==> src/rtl/pixel_sink.sv <==
// Painter-to-framebuffer bridge: edge-detects write strobes, range-checks and buffers pixels,
// then drains them to memory through a ready/valid write port, preserving capture order.
module pixel_sink #(
    parameter int unsigned SCR_WIDTH  = 160,
    parameter int unsigned SCR_HEIGHT = 120,
    parameter int unsigned FIFO_DEPTH = 4
) (
    input  logic        Clck,
    input  logic        Reset,
    input  logic [7:0]  paint_x_co,
    input  logic [6:0]  paint_y_co,
    input  logic [2:0]  color,
    input  logic        print_enable,
    output logic [14:0] mem_addr,
    output logic [2:0]  mem_data,
    output logic        mem_we,
    input  logic        mem_ready,
    output logic [2:0]  fifo_level,
    output logic        overflow,
    output logic [7:0]  drop_count,
    output logic        busy
);

    localparam int unsigned PtrW = $clog2(FIFO_DEPTH);
    localparam int unsigned CntW = $clog2(FIFO_DEPTH + 1);
    localparam int unsigned EntW = 18;

    typedef enum logic [0:0] {StIdle, StWrite} state_e;

    state_e            state_q;
    logic              pe_q;
    logic              cap_valid_q;
    logic [14:0]       cap_addr_q;
    logic [2:0]        cap_color_q;
    logic [EntW-1:0]   fifo_q [FIFO_DEPTH];
    logic [PtrW-1:0]   wr_ptr_q, rd_ptr_q, rd_nxt;
    logic [CntW-1:0]   count_q, count_d;
    logic [14:0]       mem_addr_q;
    logic [2:0]        mem_data_q;
    logic              mem_we_q;
    logic              overflow_q;
    logic [7:0]        drop_q;

    logic              capture, in_range, pop, full, push, ovf_drop, oor_drop;
    logic [14:0]       pix_addr;

    always_comb begin
        capture  = print_enable && !pe_q;
        in_range = (32'(paint_x_co) < SCR_WIDTH) && (32'(paint_y_co) < SCR_HEIGHT);
        pix_addr = 15'(32'(paint_y_co) * SCR_WIDTH + 32'(paint_x_co));
        pop      = (state_q == StWrite) && mem_we_q && mem_ready;
        full     = (count_q == CntW'(FIFO_DEPTH));
        // A full FIFO can still accept when the head leaves in the same cycle.
        push     = cap_valid_q && (!full || pop);
        ovf_drop = cap_valid_q && full && !pop;
        oor_drop = capture && !in_range;
        rd_nxt   = rd_ptr_q + PtrW'(1);
        count_d  = count_q;
        if (push && !pop) begin
            count_d = count_q + CntW'(1);
        end else if (pop && !push) begin
            count_d = count_q - CntW'(1);
        end
    end

    always_ff @(posedge Clck or negedge Reset) begin
        if (!Reset) begin
            pe_q        <= 1'b0;
            cap_valid_q <= 1'b0;
            cap_addr_q  <= '0;
            cap_color_q <= '0;
            wr_ptr_q    <= '0;
            rd_ptr_q    <= '0;
            count_q     <= '0;
            overflow_q  <= 1'b0;
            drop_q      <= '0;
        end else begin
            pe_q        <= print_enable;
            cap_valid_q <= capture && in_range;
            if (capture) begin
                cap_addr_q  <= pix_addr;
                cap_color_q <= color;
            end
            if (push) begin
                wr_ptr_q <= wr_ptr_q + PtrW'(1);
            end
            if (pop) begin
                rd_ptr_q <= rd_nxt;
            end
            count_q <= count_d;
            if (ovf_drop) begin
                overflow_q <= 1'b1;
            end
            if ((oor_drop || ovf_drop) && (drop_q != 8'hFF)) begin
                drop_q <= drop_q + 8'd1;
            end
        end
    end

    always_ff @(posedge Clck) begin
        if (push) begin
            fifo_q[wr_ptr_q] <= {cap_addr_q, cap_color_q};
        end
    end

    always_ff @(posedge Clck or negedge Reset) begin
        if (!Reset) begin
            state_q    <= StIdle;
            mem_we_q   <= 1'b0;
            mem_addr_q <= '0;
            mem_data_q <= '0;
        end else begin
            unique case (state_q)
                StIdle: begin
                    mem_we_q <= 1'b0;
                    if (count_q != '0) begin
                        {mem_addr_q, mem_data_q} <= fifo_q[rd_ptr_q];
                        mem_we_q                 <= 1'b1;
                        state_q                  <= StWrite;
                    end
                end
                StWrite: begin
                    if (mem_ready) begin
                        // Entry still queued behind the head: present it with no idle gap.
                        if (count_q > CntW'(1)) begin
                            {mem_addr_q, mem_data_q} <= fifo_q[rd_nxt];
                            mem_we_q                 <= 1'b1;
                        end else begin
                            mem_we_q <= 1'b0;
                            state_q  <= StIdle;
                        end
                    end
                end
                default: state_q <= StIdle;
            endcase
        end
    end

    assign mem_addr   = mem_addr_q;
    assign mem_data   = mem_data_q;
    assign mem_we     = mem_we_q;
    assign fifo_level = 3'(count_q);
    assign overflow   = overflow_q;
    assign drop_count = drop_q;
    assign busy       = (count_q != '0) || mem_we_q;

endmodule

==> config.mk <==
export PLATFORM = sky130hd
export DESIGN_NAME = pixel_sink
export DESIGN_NICKNAME = d
export VERILOG_FILES = /design/src/rtl/pixel_sink.sv
export SDC_FILE = /design/constraint.sdc
export NUM_CORES = 1
export LEC_CHECK = 0
export CAP_MARGIN = 30
export CORE_MARGIN = 10
export CORE_UTILIZATION = 52
export DETAILED_ROUTE_END_ITERATION = 12
export HOLD_SLACK_MARGIN = 0.12
export PLACE_DENSITY_LB_ADDON = 0.12
export SYNTH_ARGS = -nofsm -noshare
export SYNTH_HDL_FRONTEND = slang
export SYNTH_SLANG_ARGS = --single-unit
export TNS_END_PERCENT = 5
==> constraint.sdc <==
create_clock -name Clck -period 1.9 [get_ports Clck]
set_clock_uncertainty 0.1 [all_clocks]
set_input_delay 0.38 -clock Clck [delete_from_list [all_inputs] [get_ports Clck]]
set_output_delay 0.38 -clock Clck [all_outputs]
set_load 0.02 [all_outputs]
==> metrics.csv, run 1 <==
stage,metric,value,unit
detailed_routing,ant_nets,0,
finish,multi_input_area,2430,um2
sta,slew_viol_final,0,
yosys,ys_warn_count,0,
detailed_routing,vias,4333,
power,total_leakage_power,3.27,nW
sta,fin_crit,1.98,ns
detailed_routing,vias_per_cell,5.63,
finish,fin_util,0.696,
global_routing,antenna_found_initial,0,
sta,setup_ws,-0.0819,ns
critical_path,rrSetupSlack,0.12,ns
cts,root_buffer,clkbuf_16,
sta,fmax,505,MHz
yosys,synth-compound-area-share,0.123,
sta,setup_viol,4,
floorplanning,core,11300,um2
detailed_routing,wirelength,13500,um
critical_path,cp.required,2.09,ns
critical_path,end_kind,flop,
global_routing,grt_pass1_vias,4502,
outcome,violations,setup timing,
power,finalPower,11.6,mW
detailed_routing,drc_errors,0,
critical_path,r2r-end,drop_count[2],
placed_design,io_buffers,53,
finish,seq_area,3560,um2
yosys,seq_area_frac_synth,0.597,
floorplanning,rows,39,
power,peakVddDrop,1.04,mV
floorplanning,dieWidth,127,um
finish,antennaDiodeCount,0,
detailed_routing,first_pass_iters,5,
yosys,syn_nets,562,
floorplanning,dieArea,16200,um2
critical_path,worstSetupStartpointType,input port,
min_path,min_to,cap_addr_q[5],
critical_path,critPathMaxFanout,3,
finish,nets,661,
placed_design,hpwl,9070,um
yosys,synthCells,515,
yosys,synth-main-ff-cell,edfxtp_1,
detailed_routing,routedWlPerCell,17.6,um
yosys,synth_edf_count,72,
yosys,synth_top_family_by_area,simple AND/OR/NAND/NOR gates,
yosys,synthesis.area,5960,um2
placed_design,dp.cells,731,
detailed_routing,first_iter_violations,308,
critical_path,rr_startpoint,fifo_level[0],
cts,htreeDepth,4,
yosys,synth_cell_types,51,
sta,rsz0062_at_grt,yes,
min_path,hp-class,input port to flop,
cts,clkTransAtPathRegs,0.05,ns
min_path,hp-start,paint_x_co[5],
cts,cts.path.max_buffers,2,
yosys,syn-mean-instance-area,11.6,um2
finish,area_growth,32.1,%
sta,tightestPinTransition,0.470,ns
floorplanning,die-height,127,um
cts,clock-sinks,128,
placed_design,gp_congestion,0.767,
yosys,ys_ff_latch,128,
finish,final_cells,770,
min_path,hold_path_depth,4,
global_routing,grt_usage,0.170,
cts,clock_latency,0.41,ns
cts,cts_tree,yes,
global_routing,grt_max_degree,39,
yosys,synth_xor_area_frac,0.0308,
finish,final_layout_size_suffix_gt1_frac,0.211,
sta,fin_crit_sh,1.04,
power,power_per_cell_area,1470,nW/um2
sta,finalSetupTns,-0.153,ns
critical_path,rr_worst_depth,7,
sta,maxSlewHeadroom,0.684,
flow_run,cap_violations,0,
sta,hold_viol,0,
cts,numCtsBuffers,17,
global_routing,grt_pass1_wl,22200,um
yosys,synth-simple-area-share,0.128,
floorplanning,start_util,0.527,
critical_path,cp.arrival,2.18,ns
finish,fillerInstances,842,
yosys,synthArstFlopShare,0.438,
yosys,synth_adder_area_share,0.0550,
outcome,status,"complete, but fails checks",
global_routing,grt_overflow_total,0,
floorplanning,io_pins,54,
critical_path,critical_path_class,input port to flop,
yosys,synth.mux.area_fraction,0.0382,
cell usage after synthesis (all sizes together) (2+ instances only):
cell type / count / area, um2
or2: 3 / 18.8
o221ai: 18 / 158
edfxtp: 72 / 2160
o21ba: 2 / 20.0
clkbuf: 15 / 56.3
a21oi: 3 / 15.0
mux2: 19 / 218
fa: 2 / 40.0
nand2b: 4 / 25.0
nand3: 4 / 25.0
nor2: 46 / 173
o31ai: 18 / 140
xnor2: 13 / 114
and3: 3 / 18.8
dfrtp: 56 / 1400
nor2b: 3 / 18.8
and2: 4 / 25.0
xor2: 8 / 70.1
nor4: 2 / 25.0
a21o: 2 / 15.0
ha: 23 / 288
nand4: 6 / 37.5
a31oi: 2 / 12.5
o21ai: 33 / 165
o22ai: 18 / 113
buf: 14 / 70.1
a211oi: 4 / 35.0
nand2: 95 / 357
inv: 11 / 41.3
worst max-delay path, cell delays in order:
cell and delay (ns):
buf_8 0.10, ha_4 0.24, ha_4 0.16, fa_2 0.42, xor2_4 0.18, o2111ai_2 0.14, nor4_2 0.32, xnor2_1 0.15
o21ai_1 0.08
through the flow:
step | worst slack (ns) | hold WS, ns | cell area [um2]
2_1_floorplan | -0.297 | -0.0156 | 6040
3_3_place_gp | -0.915 | 0.236 | 7120
6_report | -0.0819 | 0.317 | 7880
5_1_grt | -0.191 | 0.337 | 7880
3_5_place_dp | -1.00 | 0.249 | 7120
4_1_cts | -0.208 | 0.346 | 7780
cell type report:
class,count,share of cell area
clock buffer,20,0.0579
clock inverter,12,0.0178
inverter,11,0.00524
multi-input combinational,347,0.308
sequential,128,0.452
tap,143,0.0227
timing repair buffer,109,0.136
registers in the layout, indices dropped and copies added, names as in the netlist:
name         count
cap_addr_q      15
cap_color_q      3
cap_valid_q      1
drop_count       8
fifo_level       3
fifo_q          72
mem_addr        15
mem_data         3
mem_we           1
overflow         1
pe_q             1
rd_ptr_q         2
state_q          1
wr_ptr_q         2
per-layer routing:
layer / track usage / part of all wire
met1: 0.201 / 0.42
met5: 0 / 0
met2: 0.280 / 0.49
met4: 0.0676 / 0.010
met3: 0.0600 / 0.076
cells in the final DEF (no fill, tap or decap), drive strengths merged, types with 2 or more instances in the layout:
cell type / Yosys / layout
o221ai: 18 / 18
edfxtp: 72 / 72
o22ai: 18 / 18
a31oi: 2 / 2
ha: 23 / 23
o21ba: 2 / 2
clkinvlp: 0 / 2
dfrtp: 56 / 56
mux2: 19 / 19
xnor2: 13 / 13
nand2: 95 / 95
buf: 14 / 59
a21o: 2 / 2
bufinv: 0 / 3
nand2b: 4 / 4
and3: 3 / 3
inv: 11 / 11
and2: 4 / 4
nand3: 4 / 4
nand4: 6 / 6
dlygate4sd2: 0 / 12
nor4: 2 / 2
o21ai: 33 / 33
clkinv: 0 / 7
nor2: 46 / 46
a21oi: 3 / 3
dlymetal6s2s: 0 / 8
o31ai: 18 / 18
nor2b: 3 / 3
clkdlybuf4s50: 0 / 25
or2: 3 / 3
xor2: 8 / 8
a211oi: 4 / 4
fa: 2 / 2
clkbuf: 15 / 24
kinds of logic after synthesis:
group	after synthesis
simple gates	175
flops	128
fa+ha+maj	25
buf+inv	40
mux	20
compound gates	106
xor+xnor	21
what timing repair did:
action	in CTS	in global routing
hold endpoints to repair	18	0
gates resized for setup	36	35
pin swaps	8	18
hold buffers	1	0
setup endpoints to repair	20	31
setup buffers	0	6
report_power, final:
group          total [mW]  internal, mW  switching (mW)
clock network        3.26          2.11            1.15
registers            3.96          3.54           0.419
logic                4.37          1.96            2.40
total                11.6          7.62            3.97
worst max-delay path by stage:
stage	start	endpoint
finish	paint_y_co[3]	cap_addr_q[13]
global route	paint_y_co[3]	cap_addr_q[14]
CTS	paint_y_co[2]	cap_addr_q[14]
detailed placement	paint_y_co[1]	cap_addr_q[13]
global placement	paint_y_co[1]	cap_addr_q[13]
floorplan	paint_y_co[1]	cap_addr_q[13]
No activity file was read; power rests on OpenSTA's default activity.
==> run 2, diff against run 1 <==
--- a/config.mk
+++ b/config.mk
@@ -9,8 +9,10 @@
 export CORE_MARGIN = 10
 export CORE_UTILIZATION = 52
 export DETAILED_ROUTE_END_ITERATION = 12
+export GPL_TIMING_DRIVEN = 0
 export HOLD_SLACK_MARGIN = 0.12
 export PLACE_DENSITY_LB_ADDON = 0.12
+export SLEW_MARGIN = 20
 export SYNTH_ARGS = -nofsm -noshare
 export SYNTH_HDL_FRONTEND = slang
 export SYNTH_SLANG_ARGS = --single-unit
==> run 2 against run 1 <==
Net effect:
- the flow still finishes with violations (setup timing)
- critical path depth increased by 1
- design area is 3.9% lower
- non-clock buffer count decreased by 19
- clock power is 4% lower
- via count shrank 2.3%
- utilization down 2.7 points
- power fell by 2.1%
- first-iteration DRC count down 12%
- global-route usage is essentially flat
- critical endpoint unchanged
- largest power group unchanged
- highest routed layer unchanged
==> metrics.csv, run 2 (same netlist as run 1, synthesis figures left out) <==
stage,metric,value,unit,change
cts,htreeDepth,4,,unchanged
power,power_per_cell_area,1500,nW/um2,+1.8%
detailed_routing,wirelength,13500,um,about the same
floorplanning,dieWidth,127,um,unchanged
finish,seq_area,3560,um2,unchanged
cts,clkTransAtPathRegs,0.05,ns,about the same
critical_path,critPathMaxFanout,3,,unchanged
critical_path,cp-endpoint,cap_addr_q[13],,
detailed_routing,ant_nets,0,,unchanged
critical_path,end_kind,flop,,
global_routing,grt_pass1_wl,21900,um,-1.1%
detailed_routing,first_pass_iters,5,,unchanged
detailed_routing,vias_per_cell,5.64,,+0.14%
finish,final_cells,751,,-2.5%
global_routing,antenna_found_initial,0,,unchanged
critical_path,rr_worst_depth,7,,unchanged
placed_design,dp.cells,711,,-2.7%
floorplanning,io_pins,54,,unchanged
floorplanning,die-height,127,um,unchanged
finish,fillerInstances,868,,+3.1%
placed_design,hpwl,8960,um,-1.2%
critical_path,rr_startpoint,fifo_level[1],,
cts,clock-sinks,128,,unchanged
finish,multi_input_area,2470,um2,+1.7%
critical_path,cp.arrival,2.15,ns,-0.03 ns
floorplanning,core,11300,um2,unchanged
sta,slew_viol_final,0,,unchanged
sta,setup_viol,3,,-1
floorplanning,start_util,0.527,,unchanged
floorplanning,rows,39,,unchanged
placed_design,io_buffers,53,,unchanged
sta,finalSetupTns,-0.101,ns,+0.0512 ns
finish,largest_reg_flops,72,,unchanged
finish,layout.cells.most_common_list,"nand2_1 (94), edfxtp_1 (72), dfrtp_1 (55), nor2_1 (45), clkdlybuf4s50_1 (28)",,
min_path,hp-class,input port to flop,,
detailed_routing,first_iter_violations,272,,-12%
global_routing,grt_usage,0.171,,about the same
critical_path,critical_path_class,input port to flop,,
sta,fmax,509,MHz,+0.82%
finish,nets,642,,-2.9%
sta,hold_viol,0,,unchanged
critical_path,critPathLaunch,paint_y_co[1],,
finish,final_common_cell,nand2_1,,
finish,final_layout_size_suffix_gt1_frac,0.168,,-0.0428
finish,antennaDiodeCount,0,,unchanged
critical_path,r2r-end,fifo_level[2],,
critical_path,worstSetupStartpointType,input port,,
detailed_routing,drc_errors,0,,unchanged
global_routing,grt_pass1_vias,4450,,-1.2%
placed_design,gp_congestion,0.815,,+6.2%
sta,tightestPinTransition,0.725,ns,+0.255 ns
sta,setup_ws,-0.0658,ns,+0.0161 ns
sta,fin_crit,1.97,ns,-0.0161 ns
cts,clock_latency,0.41,ns,about the same
cts,cts.path.max_buffers,2,,unchanged
flow_run,cap_violations,0,,unchanged
critical_path,cp.required,2.09,ns,about the same
detailed_routing,vias,4232,,-2.3%
outcome,status,"complete, but fails checks",,
detailed_routing,routedWlPerCell,18.0,um,+2.6%
finish,largest-register,fifo_q,,
floorplanning,dieArea,16200,um2,unchanged
cts,root_buffer,clkbuf_16,,
power,total_leakage_power,3.04,nW,-6.9%
finish,area_growth,27.0,%,
outcome,violations,setup timing,,
sta,maxSlewHeadroom,0.516,,-0.168
power,peakVddDrop,0.906,mV,-13%
global_routing,grt_overflow_total,0,,unchanged
cts,cts_tree,yes,,
cts,numCtsBuffers,17,,unchanged
sta,rsz0062_at_grt,yes,,
sta,fin_crit_sh,1.03,,-0.00847
global_routing,grt_max_degree,57,,+46%
critical_path,rrSetupSlack,0.05,ns,-0.07 ns
[run 2: cell count changes in the layout (fill, tap and decap cells not counted), moves of 2 or more]
cell / previous run / this run
clkdlybuf4s50_1: 25 / 28
clkbuf_1: 1 / 13
dlymetal6s2s_1: 8 / 4
and2_2: 4 / 0
inv_2: 3 / 1
clkbuf_4: 0 / 5
clkinv_2: 7 / 2
and2_4: 0 / 4
buf_2: 2 / 11
ha_4: 8 / 10
clkbuf_8: 2 / 4
buf_4: 44 / 15
buf_12: 11 / 1
[run 2: where the power goes]
group	total [mW]	switching, mW	internal [mW]	leakage [nW]
sequential	3.96	0.421	3.54	1.34
clock	3.14	1.08	2.06	0.282
combinational	4.23	2.45	1.78	1.42
[run 2: area by class of cell]
| class | instances | share of cell area |
|---|---|---|
| buffer | 26 | 0.0192 |
| clock buffer | 27 | 0.0664 |
| clock inverter | 5 | 0.0102 |
| inverter | 11 | 0.00578 |
| multi-input combinational | 347 | 0.326 |
| sequential | 128 | 0.471 |
| tap | 143 | 0.0236 |
| timing repair buffer | 64 | 0.0783 |
[run 2: worst min path at each step]
stage / start / endpoint / slack (ns) / cells past startpoint
2_1_floorplan: Reset / cap_addr_q[0] / -0.02 / 0
3_3_place_gp: overflow / overflow / 0.36 / 1
3_5_place_dp: overflow / overflow / 0.36 / 1
4_1_cts: paint_y_co[3] / cap_valid_q / 0.25 / 3
5_1_grt: paint_y_co[3] / cap_valid_q / 0.29 / 3
6_report: paint_y_co[3] / cap_valid_q / 0.27 / 3
[run 2: per-stage QoR]
stage                     hold WS (ns)  area (um2)  utilization  worst slack (ns)  power, mW
after global placement           0.357        6750        0.596             -1.37       7.86
after CTS                        0.253        7490        0.662            -0.181       11.2
after global routing             0.292        7570        0.669            -0.160       12.0
final                            0.271        7570        0.669           -0.0658       11.3
after detailed placement         0.360        6750        0.596            -0.988       7.99
after floorplan                -0.0156        6040            -            -0.297       6.52
[run 2: repair_timing]
action,CTS,global route
buffers inserted,8,2
hold buffers,1,0
pin swaps,18,9
setup endpoints to repair,113,86
hold endpoints to repair,56,0
resized for setup,70,33
[run 2: worst max-delay path, cell delays in order]
cell	delay, ns
buf_2	0.13
ha_4	0.22
ha_4	0.16
fa_2	0.36
buf_4	0.16
a211oi_4	0.22
o22ai_1	0.13
nor4_2	0.18
xnor2_1	0.15
o21ai_1	0.07
[run 2: layer usage]
metal	track usage	vias to the layer above	share of wire	wire, um
met5	0	-	0	0
met4	0.0810	0	0.012	167
met3	0.0641	12	0.077	1040
met2	0.270	148	0.49	6590
met1	0.202	2042	0.42	5720
li1	-	2030	-	-
==> run 3, diff against run 2 <==
--- a/config.mk
+++ b/config.mk
@@ -6,8 +6,10 @@
 export NUM_CORES = 1
 export LEC_CHECK = 0
 export CAP_MARGIN = 30
+export CELL_PAD_IN_SITES_DETAIL_PLACEMENT = 1
+export CELL_PAD_IN_SITES_GLOBAL_PLACEMENT = 1
 export CORE_MARGIN = 10
-export CORE_UTILIZATION = 52
+export CORE_UTILIZATION = 42
 export DETAILED_ROUTE_END_ITERATION = 12
 export GPL_TIMING_DRIVEN = 0
 export HOLD_SLACK_MARGIN = 0.12
==> constraint.sdc (replaced) <==
create_clock -name Clck -period 1.9 [get_ports Clck]
set_clock_uncertainty 0.1 [all_clocks]
set_input_delay 0.285 -clock Clck [delete_from_list [all_inputs] [get_ports Clck]]
set_output_delay 0.285 -clock Clck [all_outputs]
set_load 0.02 [all_outputs]
==> run 3 against run 2 <==
Net effect:
- largest power group unchanged
- sequential power hardly changed
- via count is 0.59% higher
- wire length rose by 11%
- critical endpoint unchanged
- setup slack improved by 0.027 ns
- highest routed layer unchanged
- hold slack got worse by 0.12 ns
- the run still ends with setup timing left
- non-clock buffer count increased by 1
- flip-flop and latch count did not move
- clock power rose by 11%
- critical path depth decreased by 1
==> metrics.csv, run 3 (same netlist as run 1, synthesis figures left out) <==
stage,metric,value,unit,change
outcome,status,"complete, but fails checks",,
outcome,violations,setup timing,,
detailed_routing,drc_errors,0,,unchanged
placed_design,gp_congestion,0.802,,-1.6%
sta,tightestPinTransition,0.605,ns,-0.120 ns
finish,final_common_cell,nand2_1,,
detailed_routing,vias,4257,,+0.59%
detailed_routing,first_iter_violations,230,,-15%
sta,setup_viol,1,,-2
sta,maxSlewHeadroom,0.597,,+0.0801
sta,fmax,516,MHz,+1.4%
cts,root_buffer,clkbuf_16,,
critical_path,critPathMaxFanout,3,,unchanged
critical_path,rrSetupSlack,0.05,ns,about the same
critical_path,rr_startpoint,rd_ptr_q[1],,
flow_run,cap_violations,0,,unchanged
floorplanning,rows,43,,+10%
placed_design,io_buffers,53,,unchanged
cts,clkTransAtPathRegs,0.05,ns,about the same
global_routing,grt_max_degree,39,,-32%
cts,numCtsBuffers,17,,unchanged
finish,largest_reg_flops,72,,unchanged
critical_path,rr_worst_depth,6,,-1
detailed_routing,ant_nets,0,,unchanged
finish,layout.cells.most_common_list,"nand2_1 (94), edfxtp_1 (72), dfrtp_1 (55), nor2_1 (46), clkdlybuf4s50_1 (35)",,
sta,hold_viol,0,,unchanged
placed_design,dp.cells,749,,+5.3%
power,total_leakage_power,3.08,nW,+1.3%
critical_path,end_kind,flop,,
finish,largest-register,fifo_q,,
detailed_routing,routedWlPerCell,19.0,um,+5.8%
placed_design,dp_slack,-1.00,ns,-0.0158 ns
floorplanning,start_util,0.430,,-0.0972
min_path,hp-class,input port to flop,,
critical_path,cp.arrival,2.13,ns,-0.02 ns
finish,finalInstanceArea,7730,um2,+2.1%
floorplanning,dieWidth,139,um,+9.5%
finish,antennaDiodeCount,0,,unchanged
sta,fin_crit_sh,1.02,,-0.0140
detailed_routing,wirelength,15000,um,+11%
placed_design,hpwl,10300,um,+15%
finish,final_layout_size_suffix_gt1_frac,0.177,,+0.00958
finish,final_cells,789,,+5.1%
power,power_per_cell_area,1530,nW/um2,+2.4%
global_routing,grt_overflow_total,0,,unchanged
finish,area_growth,29.6,%,
sta,holdWs,0.147,ns,-0.124 ns
finish,fillerInstances,1471,,+69%
floorplanning,die-height,139,um,+9.5%
detailed_routing,met1_length,6500,um,+14%
sta,slew_viol_final,0,,unchanged
sta,setup_ws,-0.0391,ns,+0.0267 ns
cts,clock-sinks,128,,unchanged
sta,fin_crit,1.94,ns,-0.0267 ns
floorplanning,dieArea,19400,um2,+20%
detailed_routing,route.met2.wl,7450,um,+13%
global_routing,grt_usage,0.155,,-0.0158
cts,htreeDepth,4,,unchanged
global_routing,grt_pass1_vias,4629,,+4.0%
critical_path,worstSetupStartpointType,input port,,
critical_path,r2r-end,mem_addr[5],,
power,peakVddDrop,0.867,mV,-4.3%
finish,nets,643,,+0.16%
critical_path,critPathLaunch,paint_y_co[1],,
min_path,hold_path_depth,3,,unchanged
cts,cts.path.max_buffers,2,,unchanged
cts,clock_latency,0.42,ns,about the same
floorplanning,core,13900,um2,+23%
detailed_routing,vias_per_cell,5.40,,-4.3%
critical_path,cp-endpoint,cap_addr_q[13],,
placed_design,postPlaceCellArea,6790,um2,+0.72%
sta,rsz0062_at_grt,yes,,
detailed_routing,first_pass_iters,4,,-1
detailed_routing,highest_layer,met4,,
critical_path,critical_path_class,input port to flop,,
detailed_routing,wl_met3,871,um,-16%
global_routing,antenna_found_initial,0,,unchanged
global_routing,grt_pass1_wl,24200,um,+10%
floorplanning,io_pins,54,,unchanged
critical_path,cp.required,2.09,ns,about the same
cts,cts_tree,yes,,
==> run 3: cell count changes in the layout (fill, tap and decap cells not counted), moves of 2 or more <==
cell             previous run  this run
clkbuf_1                   13         7
clkdlybuf4s50_1            28        35
bufinv_16                   2         4
clkbuf_2                    3         5
clkbuf_4                    5         9
buf_2                      11         6
clkinv_2                    2         4
dlygate4sd2_1              12         5
==> run 3: report_power, final <==
part | total (mW) | internal [mW] | switching, mW
sequential | 3.97 | 3.54 | 0.430
combinational | 4.40 | 1.84 | 2.56
clock | 3.49 | 2.33 | 1.16
total | 11.9 | 7.71 | 4.15
==> run 3: cell type report <==
cell class | instances | area [um2] | share of cell area
well taps | 180 | 225 | 0.0291
repair buffers | 65 | 626 | 0.0809
inverters | 11 | 41.3 | 0.00534
flip-flops and latches | 128 | 3560 | 0.461
clock buffers | 22 | 484 | 0.0626
clock inverters | 10 | 156 | 0.0202
multi-input cells | 347 | 2480 | 0.321
plain buffers | 26 | 154 | 0.0199
==> run 3: repair_timing <==
item                                   4_1_cts  5_1_grt
buffers inserted                             6        4
gates resized for setup                     60       40
pin swaps                                   16        8
endpoints found under the hold margin       56        0
setup endpoints to repair                  104      104
hold buffers                                 1        0
==> run 3: worst min-delay path by stage <==
stage	from	end	slack (ns)
floorplan	Reset	cap_addr_q[0]	-0.11
global placement	mem_addr[13]	mem_addr[13]	0.36
detailed placement	Reset	mem_data[0]	0.07
CTS	paint_y_co[3]	cap_valid_q	0.17
global route	paint_y_co[6]	cap_addr_q[14]	0.19
finish	paint_y_co[6]	cap_addr_q[14]	0.15
==> run 3: metrics by stage <==
stage	utilization	TNS, ns	total power, mW
after floorplan	-	-1.92	6.52
after global placement	0.488	-124.18	7.93
after detailed placement	0.489	-50.75	8.08
after CTS	0.548	-0.239	11.8
after global routing	0.557	-0.391	12.5
final	0.557	-0.0391	11.9
==> run 3: metal layers <==
layer  up-vias  global-route usage
met1      2137               0.180
met2        79               0.262
met3        17              0.0497
met4         0              0.0527
li1       2024                   -
met5         -                   0
==> run 3: worst max-delay path, cell delays in order <==
cell,delay [ns]
buf_4,0.13
ha_4,0.22
ha_4,0.16
fa_2,0.37
xor2_2,0.23
o2111ai_4,0.18
nor4_4,0.31
xnor2_1,0.16
o21ai_1,0.08
==> RTL change: new RTL, settings of run 1 <==
Change the parameter `FIFO_DEPTH` from 4 to 2.
--- a/src/rtl/pixel_sink.sv
+++ b/src/rtl/pixel_sink.sv
@@ -3,7 +3,7 @@
 module pixel_sink #(
     parameter int unsigned SCR_WIDTH  = 160,
     parameter int unsigned SCR_HEIGHT = 120,
-    parameter int unsigned FIFO_DEPTH = 4
+    parameter int unsigned FIFO_DEPTH = 2
 ) (
     input  logic        Clck,
     input  logic        Reset,
Formal check against the unedited RTL: not equivalent (Yosys sat finds a counterexample within 10 cycles, from zero or initial values and one cycle with Reset low).
==> RTL change against run 1 <==
The run still ends with negative setup slack left. Cell area down 34%. Total power fell by 40%. Setup slack lost 0.30 ns. Critical path depth is 1 lower. Wire length is 44% lower. Die area is 30% lower. Synthesized area decreased by 35%. Sequential cell count shrank 39. Largest cell class unchanged. Register-to-register slack improved by 0.05 ns.
==> RTL change: results <==
{
  "async_reset_ff_share_pct": 59.6,
  "met2_usage_pct": 22.4,
  "cts-root-buf": "clkbuf_8",
  "critPathArrivalTime_ns": 2.45,
  "grt_util_met1_pct": 16.3,
  "grt_max_degree": 54,
  "firstDrtPassIters": 6,
  "portBuffers": 52,
  "r2r_cells": 7,
  "ys_top_cells_by_area": "dfrtp_1 (34%), edfxtp_1 (28%), ha_1 (5.8%)",
  "min_path_cells": 0,
  "yosys_warnings": 0,
  "setup_viol": 4,
  "syn_nets": 354,
  "synth-xor-area-share_pct": 4.96,
  "ys_top_cells_by_count": "dfrtp_1 (53), nand2_1 (40), edfxtp_1 (36), nor2_1 (26), a21oi_1 (21)",
  "violations": "negative setup slack",
  "timing.final.ws_setup_ns": -0.382,
  "synth_seq_area_share_pct": 62.3,
  "cts_buffers": 9,
  "synth_edf_count": 36,
  "reg2reg_setup_slack_ns": 0.17,
  "clk_path_buf_depth": 2,
  "worstHoldStart": "cap_addr_q[1]",
  "hold_path_end": "fifo_q[0][4]",
  "ys.flop_type": "dfrtp_1",
  "htreeDepth": 3,
  "diodes": 0,
  "ir_worst_vdd_mv": 0.843,
  "vias": 2573,
  "largest_reg_flops": 36,
  "grt_antenna_before_repair": 0,
  "fin_setup_tns_ns": -1.01,
  "p_leak_nw": 2.26,
  "wl_um": 7500,
  "r2r-end": "count_q[1]",
  "max_flop_register": "fifo_q",
  "dp.final_hpwl_um": 5160,
  "final_nets": 446,
  "hp-class": "flop to flop",
  "yosysUniqueCellTypes": 42,
  "use_met3_pct": 3.86,
  "grtUsageTotal_pct": 13.6,
  "synth_compound_area_share_pct": 7.00,
  "outcome": "finished with violations",
  "r2r-start": "count_q[1]",
  "path_clk_slew_ns": 0.08,
  "clk_latency_ns": 0.35,
  "placed_cell_area_um2": 4860,
  "critPathMaxFanout": 2,
  "synthMuxAreaShare_pct": 4.96,
  "gp_congestion": 0.772,
  "synthAdderAreaFrac_pct": 6.87,
  "grt_pass1_wl_um": 12300,
  "drive_gt1_share_pct": 23.7,
  "drt_iter0_drc": 97
}
==> RTL change: changes by cell type after synthesis, moves of 8 or more <==
cell,run 1,this run
o21ai_1,23,0
mux2_1,18,0
o22ai_1,18,1
edfxtp_1,72,36
buf_2,11,2
clkbuf_1,15,7
nand2_1,95,40
nor2_1,46,26
mux2i_1,1,18
o221ai_1,18,0
o31ai_1,17,0
a21oi_1,3,21
==> RTL change: through the flow <==
| step | instances | hold slack, ns | setup slack [ns] |
|---|---|---|---|
| 2_1_floorplan | 312 | -0.0156 | -0.555 |
| 3_3_place_gp | 487 | 0.300 | -1.10 |
| 3_5_place_dp | 487 | 0.298 | -1.15 |
| 4_1_cts | 509 | 0.374 | -0.477 |
| 5_1_grt | 508 | 0.389 | -0.445 |
| 6_report | 508 | 0.373 | -0.382 |
==> RTL change: area by class of cell <==
cell class	count	area (µm²)
Clock inverter	6	72.6
Multi-Input combinational cell	207	1590
Sequential cell	89	2410
Timing Repair Buffer	91	865
Clock buffer	10	128
Fill cell	531	2040
Inverter	6	22.5
Tap cell	99	124
==> RTL change: routing by layer <==
metal	part of all wire [%]	vias to the layer above
li1	-	1274
met3	4.9	15
met4	1.6	0
met2	50	60
met5	0	-
met1	44	1224
==> RTL change: logic make-up after synthesis <==
| family | Yosys count |
|---|---|
| and+or+nand+nor | 100 |
| DFF | 89 |
| AOI/OAI and AO/OA | 46 |
| xor gates and xnor gates | 21 |
| adders and majority gates | 20 |
| muxes | 19 |
| buffers and inverters | 16 |
| other | 1 |
==> RTL change: critical path, cell delays in order <==
cell     delay (ns)
buf_8          0.10
ha_4           0.23
ha_4           0.16
fa_2           0.53
nand3_2        0.08
or4_4          0.48
or3_1          0.32
a31oi_1        0.16
==> RTL change: report_power, final <==
| group | switching [mW] | internal, mW |
|---|---|---|
| registers | 0.289 | 2.50 |
| logic | 1.48 | 1.41 |
| clock network | 0.669 | 0.625 |
==> RTL change: worst max path at each step <==
stage,from,to,slack [ns],depth (start not counted)
after global routing,paint_y_co[1],cap_addr_q[13],-0.45,8
after global placement,paint_y_co[3],cap_addr_q[13],-1.10,9
final,paint_y_co[1],cap_addr_q[13],-0.38,8
after floorplan,paint_y_co[1],cap_addr_q[13],-0.56,7
after CTS,paint_y_co[3],cap_addr_q[13],-0.48,9
after detailed placement,paint_y_co[3],cap_addr_q[13],-1.15,8
==> RTL change: repair_timing <==
| item | in CTS | in global routing |
|---|---|---|
| hold buffers | 1 | 0 |
| buffers inserted | 5 | 0 |
| endpoints found under the hold margin | 53 | 0 |
| pin swaps | 15 | 15 |
| resized for setup | 44 | 25 |
| endpoints found under the setup margin | 14 | 14 |
